==> config.mk <==
export PLATFORM = sky130hd
export DESIGN_NAME = ram_cmd_bank
export DESIGN_NICKNAME = d
export VERILOG_FILES = /design/src/rtl/ram_cmd_bank.sv
export SDC_FILE = /design/constraint.sdc
export NUM_CORES = 1
export LEC_CHECK = 0
export ABC_AREA = 1
export BUFFER_PORTS_ARGS = -buffer_cell sky130_fd_sc_hd__buf_2
export CAP_MARGIN = 10
export CORE_UTILIZATION = 35
export CTS_CLUSTER_DIAMETER = 150
export CTS_CLUSTER_SIZE = 25
export DETAILED_ROUTE_END_ITERATION = 10
export MAX_ROUTING_LAYER = met4
export PLACE_DENSITY = 0.61
export SETUP_SLACK_MARGIN = 0.4
export SLEW_MARGIN = 20
export SYNTH_ARGS = -nofsm -noshare
export SYNTH_HDL_FRONTEND = slang
export SYNTH_SLANG_ARGS = --single-unit
export TNS_END_PERCENT = 10
==> constraint.sdc <==
create_clock -name clk -period 3.45 [get_ports clk]
set_clock_uncertainty 0.05 [all_clocks]
set_input_delay 0 -clock clk [delete_from_list [all_inputs] [get_ports clk]]
set_output_delay 0 -clock clk [all_outputs]
set_load 0.005 [all_outputs]
==> src/rtl/ram_cmd_bank.sv <==
// Command-driven register-array RAM: SETADDR/WRITE/READ/CLEAR over a valid/ready port,
// with an internal address pointer, registered read data and a clear sweep after reset.
module ram_cmd_bank #(
    parameter int DATA_W   = 8,
    parameter int ADDR_W   = 2,
    parameter int AUTO_INC = 1
) (
    input  logic              clk,
    input  logic              rst,
    input  logic              cmd_valid,
    output logic              cmd_ready,
    input  logic [1:0]        cmd_op,
    input  logic [DATA_W-1:0] cmd_data,
    output logic [DATA_W-1:0] rd_data,
    output logic              rd_valid,
    output logic [ADDR_W-1:0] ptr,
    output logic              busy
);

    localparam int DEPTH = 2 ** ADDR_W;

    localparam logic [1:0] OP_SETADDR = 2'b00;
    localparam logic [1:0] OP_WRITE   = 2'b01;
    localparam logic [1:0] OP_READ    = 2'b10;
    localparam logic [1:0] OP_CLEAR   = 2'b11;

    typedef enum logic {
        S_IDLE  = 1'b0,
        S_CLEAR = 1'b1
    } state_t;

    state_t            state;
    state_t            state_nxt;
    logic [ADDR_W-1:0] sweep_idx;
    logic [DATA_W-1:0] mem [DEPTH];
    logic              accept;
    logic              sweep_last;

    assign cmd_ready  = (state == S_IDLE);
    assign busy       = (state == S_CLEAR);
    assign accept     = cmd_valid & cmd_ready;
    assign sweep_last = &sweep_idx;

    always_ff @(posedge clk) begin
        if (rst) begin
            state <= S_CLEAR;
        end else begin
            state <= state_nxt;
        end
    end

    always_comb begin
        state_nxt = state;
        case (state)
            S_IDLE:  if (accept && cmd_op == OP_CLEAR) state_nxt = S_CLEAR;
            S_CLEAR: if (sweep_last) state_nxt = S_IDLE;
            default: state_nxt = S_CLEAR;
        endcase
    end

    // Sweep index parks at 0 in IDLE so every sweep starts from entry 0.
    always_ff @(posedge clk) begin
        if (rst) begin
            sweep_idx <= '0;
        end else if (state == S_CLEAR) begin
            sweep_idx <= sweep_idx + ADDR_W'(1);
        end else begin
            sweep_idx <= '0;
        end
    end

    always_ff @(posedge clk) begin
        if (rst) begin
            ptr      <= '0;
            rd_data  <= '0;
            rd_valid <= 1'b0;
        end else begin
            rd_valid <= 1'b0;
            if (state == S_CLEAR && sweep_last) begin
                ptr <= '0;
            end else if (accept) begin
                case (cmd_op)
                    OP_SETADDR: ptr <= cmd_data[ADDR_W-1:0];
                    OP_WRITE: begin
                        if (AUTO_INC != 0) ptr <= ptr + ADDR_W'(1);
                    end
                    OP_READ: begin
                        rd_data  <= mem[ptr];
                        rd_valid <= 1'b1;
                        if (AUTO_INC != 0) ptr <= ptr + ADDR_W'(1);
                    end
                    default: ;
                endcase
            end
        end
    end

    // Storage has no reset; writes are suppressed while rst is high so a command
    // presented alongside reset is discarded.
    always_ff @(posedge clk) begin
        if (!rst) begin
            if (state == S_CLEAR) begin
                mem[sweep_idx] <= '0;
            end else if (accept && cmd_op == OP_WRITE) begin
                mem[ptr] <= cmd_data;
            end
        end
    end

endmodule

==> metrics.yaml <==
timing:
  finalSetupViolCount: 0
  report.final.hold_viol_count: 0
  rsz0062_at_grt: "no"
  fmax_mhz: 474
  tightest_slew_ns: 0.687
  slew_violations: 0
  final.period_utilization_pct: 61.1
  fin_tns_setup_ns: 0
  post-route-min-period_ns: 2.11
  slew_headroom_pct: 54.0
clocking:
  path_clk_slew_ns: 0.09
  clock_sinks: 46
  cts_tree: "yes"
  h-tree-depth: 2
  cts_inserted_buffers: 5
  clockRootBuffer: "clkbuf_8"
  clk_latency_ns: 0.30
  cts_max_path_buffers: 2
global_routing:
  grt_pass1_vias: 1299
  grt_overflow: 0
  grt_pass1_wl_um: 6340
  antenna_found_initial: 0
  grt_max_degree: 21
  track_usage_pct: 14.4
route:
  met3WireLength_um: 166
  drtPass1Iterations: 6
  wl_met2_um: 1640
  routed-via-count: 1377
  drc: 0
  wl_met1_um: 1800
  highest_layer: "met4"
  wl_per_cell_um: 11.7
  totalWireLength_um: 3670
  via_per_inst: 4.40
  first_iter_violations: 140
  ant_nets: 0
layout:
  utilization_pct: 41.7
  syn_to_final_growth_pct: 14.0
  diodes: 0
  fin_cells: 313
  layout.nets: 258
  drive_above_1_share_pct: 17.4
  stdcell_area_sq_um: 2310
die:
  fp-row-count: 27
  die_x_um: 78.1
  design.die.area_sq_um: 6100
  fp.dieH_um: 78.1
  io_pins: 26
  core_region_area_sq_um: 5540
  start_util_pct: 36.6
power:
  p_per_area_nw_per_um2: 457
  ir_drop_mv: 0.158
  power.total_uw: 1060
  leakage_uw: 0.00106
run_status:
  outcome: "complete, no violations"
synth:
  ys.warnings.count: 0
  postSynthCellCount: 212
  syn_area_sq_um: 2030
  synthesis.nets: 230
  yosysSeqAreaShare_pct: 61.3
  ys_types: 22
  yosys_register_bits: 46
  avgSynthCellArea_sq_um: 9.56
critical_path:
  arrival_ns: 2.01
  worstSetupPathType: "reg2reg"
  endpoint_kind: "flop"
  required_ns: 3.35
  reg2reg_from: "ptr[0]"
  path_max_fanout: 20
  start_kind: "flop"
  r2r_end: "mem[1][2]"
  reg2reg_slack_ns: 1.34
  rr_worst_depth: 4
placed_design:
  numPortBuffers: 25
  dp_hpwl_um: 2720
  dpl_cell_area_sq_um: 2200
  numPlacedInstances: 304
  gp_congestion: 0.817
min_path:
  whs_path_depth: 3
  hp-class: "in2reg"
  hp-start: "cmd_data[6]"
  whs_endpoint: "mem[0][6]"
job:
  maxCapViolCount: 0
-- critical path, cell delays in order, from the launching register on --
cell	delay [ns]
dfxtp_1	0.75
inv_4	0.20
nand3_1	0.16
nand3_2	0.09
nor2_1	0.51
-- area by class of cell --
class | count | area, sq um
Fill cell | 539 | 3230
Clock buffer | 5 | 68.8
Sequential cell | 46 | 1240
Tap cell | 72 | 90.1
Clock inverter | 3 | 27.5
Inverter | 29 | 111
Timing Repair Buffer | 26 | 135
Multi-Input combinational cell | 132 | 634
-- what timing repair did --
item	in CTS	in global routing
setup buffers	0	0
hold endpoints to repair	3	0
hold buffers	1	0
resized for setup	0	0
-- synthesized netlist by cell type, drive strengths merged --
cell    instances  area (sq um)
nor2           20          85.1
nand2          70           288
ha              5          62.6
buf             5          38.8
clkinv          2          7.51
o211ai          1          7.51
o21ai           4          20.0
and3            1          6.26
dfxtp          14           280
inv            27           104
nand3          21           115
a21oi          10          50.1
edfxtp         32           961
-- state kept, by name (all words and copies together) (netlist names) --
name / cells
mem: 32
rd_data: 8
ptr: 2
sweep_idx: 2
busy: 1
rd_valid: 1
-- worst max-delay path by stage --
stage,start,end,slack [ns],depth (start not counted)
after floorplan,busy,mem[0][0],1.79,6
after global placement,ptr[0],mem[3][5],1.41,4
after detailed placement,ptr[0],mem[1][5],1.37,4
after CTS,ptr[0],mem[1][7],1.36,4
after global routing,ptr[0],mem[1][6],1.15,4
final,ptr[0],mem[1][2],1.34,4
-- power by group --
part	switching (uW)	internal [uW]
logic	53.8	31.4
clock network	194	150
registers	14.4	612
-- metrics by stage --
step	hold WS [ns]	setup slack, ns
2_1_floorplan	0.0224	1.79
3_3_place_gp	0.189	1.41
3_5_place_dp	0.186	1.37
4_1_cts	0.00346	1.36
5_1_grt	0.0153	1.15
6_report	0.0143	1.34
-- cells by family after synthesis --
logic type,share of synthesized area (%)
flip-flops,61.3
AND/OR/NAND/NOR,24.4
AO/OA/AOI/OAI,3.83
adder cells (fa/ha/maj),3.09
buffers and inverters,7.41
-- layout by cell type (no fill, tap or decap), types with 2 or more instances in the layout --
| master | synthesis | final |
|---|---|---|
| nand3_1 | 19 | 19 |
| buf_2 | 1 | 25 |
| a21oi_1 | 10 | 10 |
| dfxtp_1 | 14 | 14 |
| nor2_1 | 18 | 18 |
| clkbuf_8 | 0 | 5 |
| o21ai_0 | 4 | 4 |
| nand2_1 | 66 | 66 |
| nand2_4 | 3 | 3 |
| inv_1 | 26 | 26 |
| clkinv_1 | 2 | 2 |
| nand3_2 | 2 | 2 |
| ha_1 | 5 | 5 |
| edfxtp_1 | 32 | 32 |
-- routing by layer --
metal,GRT usage [%],vias to the layer above
met4,6.67,0
met5,-,-
met3,3.95,5
met2,20.5,39
li1,-,734
met1,19.0,599
(Power assumes the default switching activity.)
